**src/rtl/muldiv_ctrl_if.sv**
```systemverilog
// Request/result bundle between the EXE stage and the shared mul/div controller.
interface muldiv_ctrl_if;
  logic        md_req_i;
  logic [1:0]  md_op_i;
  logic [31:0] md_src1_i;
  logic [31:0] md_src2_i;
  logic        flush_i;
  logic        stallreq_md_o;
  logic        md_valid_o;
  logic [63:0] md_hilo_o;
  logic        md_busy_o;

  modport master (
    output md_req_i, md_op_i, md_src1_i, md_src2_i, flush_i,
    input  stallreq_md_o, md_valid_o, md_hilo_o, md_busy_o
  );

  modport slave (
    input  md_req_i, md_op_i, md_src1_i, md_src2_i, flush_i,
    output stallreq_md_o, md_valid_o, md_hilo_o, md_busy_o
  );
endinterface

```
**src/rtl/muldiv_ctrl.sv**
```systemverilog
// Sequencer for the shared MULT/MULTU/DIV/DIVU unit: fixed-latency multiply, 32-step restoring divide.
// Optional MULDIV_EARLY_OUT_EN: divisions with |src1| < |src2| finish straight from IDLE.
module muldiv_ctrl #(
  parameter int unsigned MUL_LAT = 2
) (
  input  logic         cpu_clk_50M,
  input  logic         cpu_rst_n,
  muldiv_ctrl_if.slave md
);

  typedef enum logic [2:0] {
    S_IDLE,
    S_MUL_BUSY,
    S_DIV_BUSY,
    S_DIV_FIX,
    S_DONE
  } state_e;

  state_e      state_q;
  logic [4:0]  cnt_q;
  logic [1:0]  op_q;
  logic [31:0] a_q;
  logic [31:0] b_q;
  logic        s1_q;
  logic        s2_q;
  logic [31:0] rem_q;
  logic        valid_q;
  logic [63:0] hilo_q;

  logic        sdiv_in;
  logic [31:0] a_mag;
  logic [31:0] b_mag;
  logic [32:0] rem_shift;
  logic [32:0] diff;
  logic        qbit;
  logic        sdiv_q;
  logic [31:0] quo_fix;
  logic [31:0] rem_fix;
  logic [63:0] ext_a;
  logic [63:0] ext_b;
  logic [63:0] product;

  always_comb begin
    sdiv_in   = (md.md_op_i == 2'b10);
    a_mag     = (sdiv_in && md.md_src1_i[31]) ? -md.md_src1_i : md.md_src1_i;
    b_mag     = (sdiv_in && md.md_src2_i[31]) ? -md.md_src2_i : md.md_src2_i;
    rem_shift = {rem_q, a_q[31]};
    diff      = rem_shift - {1'b0, b_q};
    qbit      = ~diff[32];
    sdiv_q    = (op_q == 2'b10);
    quo_fix   = (sdiv_q && (s1_q ^ s2_q)) ? -a_q : a_q;
    rem_fix   = (sdiv_q && s1_q) ? -rem_q : rem_q;
    // Sign-extended operands give the signed product modulo 2^64.
    ext_a     = op_q[0] ? {32'h0, a_q} : {{32{a_q[31]}}, a_q};
    ext_b     = op_q[0] ? {32'h0, b_q} : {{32{b_q[31]}}, b_q};
    product   = ext_a * ext_b;
  end

  always_ff @(posedge cpu_clk_50M) begin
    if (!cpu_rst_n) begin
      state_q <= S_IDLE;
      cnt_q   <= '0;
      op_q    <= '0;
      a_q     <= '0;
      b_q     <= '0;
      s1_q    <= 1'b0;
      s2_q    <= 1'b0;
      rem_q   <= '0;
      valid_q <= 1'b0;
      hilo_q  <= '0;
    end else begin
      valid_q <= 1'b0;
      hilo_q  <= '0;
      if (md.flush_i) begin
        state_q <= S_IDLE;
        cnt_q   <= '0;
      end else begin
        case (state_q)
          S_IDLE: begin
            if (md.md_req_i) begin
              op_q  <= md.md_op_i;
              a_q   <= a_mag;
              b_q   <= b_mag;
              s1_q  <= md.md_src1_i[31];
              s2_q  <= md.md_src2_i[31];
              rem_q <= '0;
              if (!md.md_op_i[1]) begin
                state_q <= S_MUL_BUSY;
                cnt_q   <= 5'(MUL_LAT - 1);
              end else if (md.md_src2_i == '0) begin
                state_q <= S_DONE;
                valid_q <= 1'b1;
              end
`ifdef MULDIV_EARLY_OUT_EN
              else if (a_mag < b_mag) begin
                state_q <= S_DONE;
                valid_q <= 1'b1;
                hilo_q  <= {md.md_src1_i, 32'h0};
              end
`endif
              else begin
                state_q <= S_DIV_BUSY;
                cnt_q   <= 5'd31;
              end
            end
          end
          S_MUL_BUSY: begin
            if (cnt_q == '0) begin
              state_q <= S_DONE;
              valid_q <= 1'b1;
              hilo_q  <= product;
            end else begin
              cnt_q <= cnt_q - 5'd1;
            end
          end
          S_DIV_BUSY: begin
            // a_q shifts dividend bits out and quotient bits in.
            rem_q <= qbit ? diff[31:0] : rem_shift[31:0];
            a_q   <= {a_q[30:0], qbit};
            if (cnt_q == '0) begin
              state_q <= S_DIV_FIX;
            end else begin
              cnt_q <= cnt_q - 5'd1;
            end
          end
          S_DIV_FIX: begin
            state_q <= S_DONE;
            valid_q <= 1'b1;
            hilo_q  <= {rem_fix, quo_fix};
          end
          S_DONE:  state_q <= S_IDLE;
          default: state_q <= S_IDLE;
        endcase
      end
    end
  end

  // A flush arriving during DONE suppresses the result in that same cycle.
  assign md.md_valid_o    = valid_q & ~md.flush_i;
  assign md.md_hilo_o     = md.flush_i ? '0 : hilo_q;
  assign md.md_busy_o     = (state_q != S_IDLE);
  assign md.stallreq_md_o = cpu_rst_n & md.md_req_i & ~md.flush_i & (state_q != S_DONE);

endmodule

```
**src/flat_wrapper.sv**
```systemverilog
// flat-port wrapper written by rule: the top's interface ports become plain ports
module muldiv_ctrl_flat 
#(
  parameter int unsigned MUL_LAT = 2
)
  (cpu_clk_50M, cpu_rst_n, md_md_req_i, md_md_op_i, md_md_src1_i, md_md_src2_i, md_flush_i, md_stallreq_md_o, md_md_valid_o, md_md_hilo_o, md_md_busy_o);
  muldiv_ctrl_if md_i ();
  input  logic cpu_clk_50M;
  input  logic cpu_rst_n;
  input wire logic [$bits(md_i.md_req_i)-1:0] md_md_req_i;
  input wire logic [$bits(md_i.md_op_i)-1:0] md_md_op_i;
  input wire logic [$bits(md_i.md_src1_i)-1:0] md_md_src1_i;
  input wire logic [$bits(md_i.md_src2_i)-1:0] md_md_src2_i;
  input wire logic [$bits(md_i.flush_i)-1:0] md_flush_i;
  output wire logic [$bits(md_i.stallreq_md_o)-1:0] md_stallreq_md_o;
  output wire logic [$bits(md_i.md_valid_o)-1:0] md_md_valid_o;
  output wire logic [$bits(md_i.md_hilo_o)-1:0] md_md_hilo_o;
  output wire logic [$bits(md_i.md_busy_o)-1:0] md_md_busy_o;
  assign md_i.md_req_i = md_md_req_i;
  assign md_i.md_op_i = md_md_op_i;
  assign md_i.md_src1_i = md_md_src1_i;
  assign md_i.md_src2_i = md_md_src2_i;
  assign md_i.flush_i = md_flush_i;
  assign md_stallreq_md_o = md_i.stallreq_md_o;
  assign md_md_valid_o = md_i.md_valid_o;
  assign md_md_hilo_o = md_i.md_hilo_o;
  assign md_md_busy_o = md_i.md_busy_o;
  muldiv_ctrl #(.MUL_LAT(MUL_LAT)) u_core (.cpu_clk_50M(cpu_clk_50M), .cpu_rst_n(cpu_rst_n), .md(md_i));
endmodule
```
**config.mk**
```make
export PLATFORM = sky130hd
export DESIGN_NAME = muldiv_ctrl_flat
export DESIGN_NICKNAME = d
export VERILOG_FILES = /design/src/rtl/muldiv_ctrl_if.sv /design/src/rtl/muldiv_ctrl.sv /design/src/flat_wrapper.sv
export SDC_FILE = /design/constraint.sdc
export NUM_CORES = 2
export LEC_CHECK = 0
export ABC_AREA = 1
export ABC_CLOCK_PERIOD_IN_PS = 12800
export BUFFER_PORTS_ARGS = -buffer_cell sky130_fd_sc_hd__buf_4
export CORE_MARGIN = 2
export CORE_UTILIZATION = 47
export CTS_CLUSTER_DIAMETER = 150
export DETAILED_ROUTE_END_ITERATION = 8
export PLACE_DENSITY = 0.6
export SLEW_MARGIN = 20
export SYNTH_ARGS = -nofsm -noshare
export SYNTH_HDL_FRONTEND = slang
export SYNTH_SLANG_ARGS = --single-unit
```
**constraint.sdc**
```tcl
create_clock -name cpu_clk_50M -period 12.8 [get_ports cpu_clk_50M]
set_clock_uncertainty 0.1 [all_clocks]
set_input_delay 3.2 -clock cpu_clk_50M [delete_from_list [all_inputs] [get_ports cpu_clk_50M]]
set_output_delay 3.2 -clock cpu_clk_50M [all_outputs]
set_load 0.02 [all_outputs]
```
## Word-level counts from Yosys, hierarchy flattened

Index checks and enable logic that the tools add are counted.

| storage, ports and cells | value |
|---|---|
| register bits | 173 |
| output and inout bits | 67 |

| operators by class | value |
|---|---|
| add/subtract/negate cells | 6 |
| multipliers | 1 |
| equality and inequality tests | 11 |
| mux-type cells | 30 |
| bitwise operators | 8 |
| reduce and logical (&&, ||, !) cells | 16 |

Operator list:

| cell | count |
|---|---|
| 2-to-1 mux 64 bit | 4 |
| 2-to-1 mux 32 bit | 7 |
| negation 32 bit | 4 |
| case mux 32 bit (2 select lines) | 2 |
| case mux 64 bit (2 select lines) | 1 |
| multiplier 64 x 64 -> 64 bit | 1 |
| subtractor 33 x 32 -> 33 bit | 1 |
| zero test 32 bit | 1 |
| 2-to-1 mux 5 bit | 4 |
| 2-to-1 mux 3 bit | 5 |
| case mux 3 bit (4 select lines) | 1 |
| case mux 5 bit (2 select lines) | 1 |
| AND reduction 3 bit | 3 |
| == test 3 x 2 -> 1 bit, second input constant | 2 |
| inequality test 3 bit, second input constant | 2 |
| zero test 5 bit | 1 |
| subtractor 5 x 1 -> 5 bit, second input constant | 1 |
| bitwise AND 1 bit | 4 |
| == test 2 bit, second input constant | 2 |
| logical AND 1 bit | 4 |
| 2-to-1 mux 1 bit | 4 |
| inequality test 2 x 1 -> 1 bit, second input constant | 2 |
| inequality test 2 bit, second input constant | 2 |
| AND reduction 4 bit | 1 |
| other kinds (8) | 12 |

## Logic depth before layout (Yosys ltp)

| depth | value |
|---|---|
| depth in word-level cells | 5 |
| depth in mapped cells | 43 |
| mapped depth without buffers | 41 |

## Least setup slack after synthesis

No wires, ideal clock.

| path | value |
|---|---|
| kind | register -> register |
| from | reg u_core.op_q[0] |
| to | reg u_core.hilo_q[63] |
| data arrival time | 8.965 ns |
| required time | 12.628 ns |
| setup slack | 3.663 ns |
| stages on the path, launching flop included | 35 |
| buffers on the path | 4 |
| cell sequence | dfxtp_1 > buf_2 > buf_1 > clkbuf_1 > buf_1 > nor2_1 > fa_1 > inv_1 > fa_1 > inv_1 > fa_1 > inv_1 > fa_1 > inv_1 > fa_1 > fa_1 > fa_1 > inv_1 > fa_1 > inv_1 > fa_1 > inv_1 > fa_1 > inv_1 > ha_1 > nand2_1 > nor3_1 > nand2_1 > nor2_1 > a21oi_1 > nand2_1 > inv_1 > nand2_1 > nand3_1 > a21oi_1 |

| on the way | value |
|---|---|
| cells in the longest elaborated chain, start to end | 4 |

Ends and longest elaborated chain:

| what | line | source |
|---|---|---|
| start, declared | muldiv_ctrl.sv:21 | `logic [1:0] op_q;` |
| start signal, assigned | muldiv_ctrl.sv:81 | `op_q <= md.md_op_i;` |
| 2-to-1 mux 64 bit (tied with other cells) | muldiv_ctrl.sv:54 | `ext_a = op_q[0] ? {32'h0, a_q} : {{32{a_q[31]}}, a_q};` |
| multiplier 64 x 64 -> 64 bit / logical AND 1 bit (equally long branches) | muldiv_ctrl.sv:56, muldiv_ctrl.sv:52 |  |
| 2-to-1 mux 64 bit / 2-to-1 mux 32 bit (equally long branches) | muldiv_ctrl.sv:108, muldiv_ctrl.sv:52 |  |
| case mux 64 bit (2 select lines) (*) | muldiv_ctrl.sv:78 | `case (state_q)` |
| end signal, assigned | muldiv_ctrl.sv:111 | `hilo_q <= product;` |
| end signal, assigned | muldiv_ctrl.sv:129 | `hilo_q <= {rem_fix, quo_fix};` |
| end, declared | muldiv_ctrl.sv:28 | `logic [63:0] hilo_q;` |

Every way passes the cells marked *; elsewhere a longest branch is shown, timed or not.
A chain may end at the register's enable or synchronous reset.

## Worst setup path after layout

| path | value |
|---|---|
| from | reg u_core.op_q[0] |
| to | reg u_core.hilo_q[58] |

Same word-level chain as after synthesis.

==> results_dict.tcl <==
set metrics [dict create \
    status "complete, no violations" \
    vias 52100 \
    crit_slowest_cell "fa_1" \
    grt_pass1_wl_um 339500 \
    gp_congestion 1.067 \
    maxCapViolations 0 \
    startpoint "u_core.op_q[0]" \
    drtIter0Drc 4611 \
    p_leak_nw 37.77 \
    grt.busiest_layer "met2" \
    drtPass1Iterations 7 \
    core-area_um2 131800 \
    worst_setup_path_start_kind "flip-flop" \
    p_total_mw 5.287 \
    ant_nets 0 \
    cts_sinks 173 \
    avgSynthCellArea_um2 7.590 \
    required_ps 13090 \
    cts-root-buf "clkbuf_16" \
    worstReg2RegStart "u_core.op_q[0]" \
    r2r_end "u_core.hilo_q[58]" \
    switching_share_pct 59.19 \
    grt_overflow_total 0 \
    grt_util_met1_pct 45.58 \
    met3_usage_pct 5.135 \
    period_share_pct 81.97 \
    r2r_cells 28 \
    crit_arrival_ps 10790 \
    finalSetupViolations 0 \
    areaGrowthSynthToFinish_pct 5.286 \
    cpPeakStageDelay_ps 890 \
    max_freq_ghz 0.09531 \
    synth_enable_flop_cells 0 \
    die_x_um 368.7 \
    p_clk_share_pct 10.5 \
    cp_common_cell "fa_1" \
    drive_above_1_share_pct 4.797 \
    p_per_area_nw_per_um2 80.33 \
    final_nets 9994 \
    use_met2_pct 55.63 \
    hp-class "reg -> reg" \
    initial_core_util_pct 47.43 \
    final.min_clock_period_ps 10490 \
    synth-warning-count 0 \
    relSlewSlack_pct 23.12 \
    synth-seq-area-share_pct 5.540 \
    hold_viol 0 \
    syn_nets 10070 \
    ys_top_cells_by_area "fa_1, inv_1, nand2_1" \
    dieArea_um2 135900 \
    via_per_inst 5.247 \
    clk_pin_slew_ps 100 \
    first_global_vias 54040 \
    dp_hpwl_um 187400 \
    fin_setup_tns_ps 0 \
    num_rows 133 \
    r2r_slack_ps 2310 \
    combPwrFrac_pct 77.6 \
    wl_per_cell_um 22.36 \
    cts_buffers 17 \
    grt_use_total_pct 33.69 \
    slew_violations 0 \
    drc_errors 0 \
    syn_area_um2 62510 \
    internal_power_mw 2.158 \
    cts-hold-fix-buffers 0 \
    io_buffer_count 136 \
    clk-insertion-delay-late_ps 500 \
    synth_top_area_share_pct 45.48 \
    fillers 13240 \
    die_y_um 368.7 \
    grt_max_degree 80 \
    synthCells 8236 \
    yosysMostFrequentCell "inv_1" \
    drt-total-wl_um 222000 \
    ir_drop_uv 134.7 \
    path_max_fanout 27 \
    synthFlopType "dfxtp_1" \
    rsz0062_at_grt "false" \
    io_pins 137 \
    seqPwrFrac_pct 11.9 \
    yosys.area.top_type "fa_1" \
    clockBufferDepth 2 \
    cts_setup_buffers 0 \
    cts.repair.resized 0 \
    crit_path_end "u_core.hilo_q[58]" \
    ys_seq_elements 173 \
    antenna_found_initial 7 \
    p_sw_mw 3.129 \
    synth_cell_types 58 \
    async_reset_ff_share_pct 0 \
    crit_path_end_kind "flip-flop" \
    cts_tree "done" \
    synthTopCellsByCount "inv_1, nand2_1, fa_1, nor2_1, a21oi_1" \
    cts-htree-levels 4 \
    worstMarginPinSlew_ps 1152 \
    worstSetupPathType "reg -> reg" \
]
## cells by family (layout without fill, tap and decap cells)
| kind of cell | count (synthesis) | count (layout) | share of synthesized area, % |
|---|---|---|---|
| buffers and inverters | 2928 | 2863 | 17.76 |
| and+or+nand+nor | 2519 | 2519 | 16.42 |
| adders and majority gates | 1766 | 1766 | 52.40 |
| AOI/OAI and AO/OA | 772 | 772 | 6.783 |
| DFF | 173 | 173 | 5.540 |
| xor gates and xnor gates | 78 | 78 | 1.093 |
| other | 0 | 3 | 0 |
## power groups by stage
stage          sequential (mW)  combinational [mW]  clock, mW
2_1_floorplan            0.580                2.69          0
3_3_place_gp             0.636                4.03          0
3_5_place_dp             0.636                4.07          0
4_1_cts                  0.624                4.10      0.556
5_1_grt                  0.627                4.59      0.577
6_report                 0.627                4.10      0.555
## worst max-delay path, delay by kind of cell, from the launching register on
family          cells  cell delay [ps]
compound gates      2              600
fa+ha+maj          11             5930
buf+inv             8             1300
flops               1              840
simple gates        7             1590
## registers in the layout, summed over array words and instances (netlist names)
register and count:
u_core.hilo_q 64, u_core.a_q 32, u_core.b_q 32, u_core.rem_q 32, u_core.cnt_q 5, u_core.state_q 3
u_core.op_q 2, u_core.s1_q 1, u_core.s2_q 1, u_core.valid_q 1
## worst min-delay path by stage
stage	startpoint	end	depth (start not counted)
6_report	u_core.cnt_q[0]	u_core.cnt_q[0]	2
2_1_floorplan	u_core.cnt_q[0]	u_core.cnt_q[0]	2
3_5_place_dp	u_core.cnt_q[0]	u_core.cnt_q[0]	2
5_1_grt	u_core.rem_q[31]	u_core.rem_q[31]	2
4_1_cts	u_core.cnt_q[0]	u_core.cnt_q[0]	2
3_3_place_gp	u_core.cnt_q[0]	u_core.cnt_q[0]	2
## stage by stage
stage               instances  setup slack [ps]  cell area (um2)  utilization (%)  hold slack [ps]
finish                   9929              2308            65820            49.94            427.3
global route             9926              1747            65810            49.93            444.2
CTS                      9926              2346            65810            49.93            419.3
detailed placement       9894              2448            65230            49.50            405.0
global placement         9894              2555            65230            49.49            401.5
floorplan                8236              3663            62510                -            363.9
## layer usage
layer	vias up	part of all wire, %
met5	-	0.010
met1	26350	41
met4	4	4.0
met3	332	7.6
li1	23350	-
met2	2063	47
## layout make-up
class	count	area, um2	area share (%)
Antenna cell	3	7.507	0.01141
Clock buffer	19	452.9	0.6882
Clock inverter	13	121.4	0.1844
Inverter	2585	9704	14.74
Multi-Input combinational cell	5135	47970	72.88
Sequential cell	173	3482	5.291
Tap cell	1755	2196	3.336
Timing Repair Buffer	246	1884	2.863
## placed cells by master, fill, tap and decap left out, types with 12 or more instances in the layout
| cell type | instances |
|---|---|
| buf_4 | 243 |
| nor4_1 | 12 |
| o21bai_1 | 12 |
| nand3b_1 | 17 |
| dfxtp_1 | 158 |
| a21o_1 | 14 |
| nand3_1 | 198 |
| xor2_1 | 45 |
| inv_1 | 2572 |
| nor2_1 | 459 |
| nand2_1 | 1673 |
| nand4_1 | 41 |
| clkbuf_16 | 17 |
| nor3_1 | 34 |
| dfxtp_2 | 15 |
| o211ai_1 | 48 |
| fa_1 | 1420 |
| ha_1 | 346 |
| o21ai_1 | 24 |
| or2_2 | 30 |
| xnor2_1 | 33 |
| o21ai_0 | 225 |
| a21oi_1 | 380 |
| a31oi_1 | 12 |
Note: power is estimated with default switching activity, not from simulation.
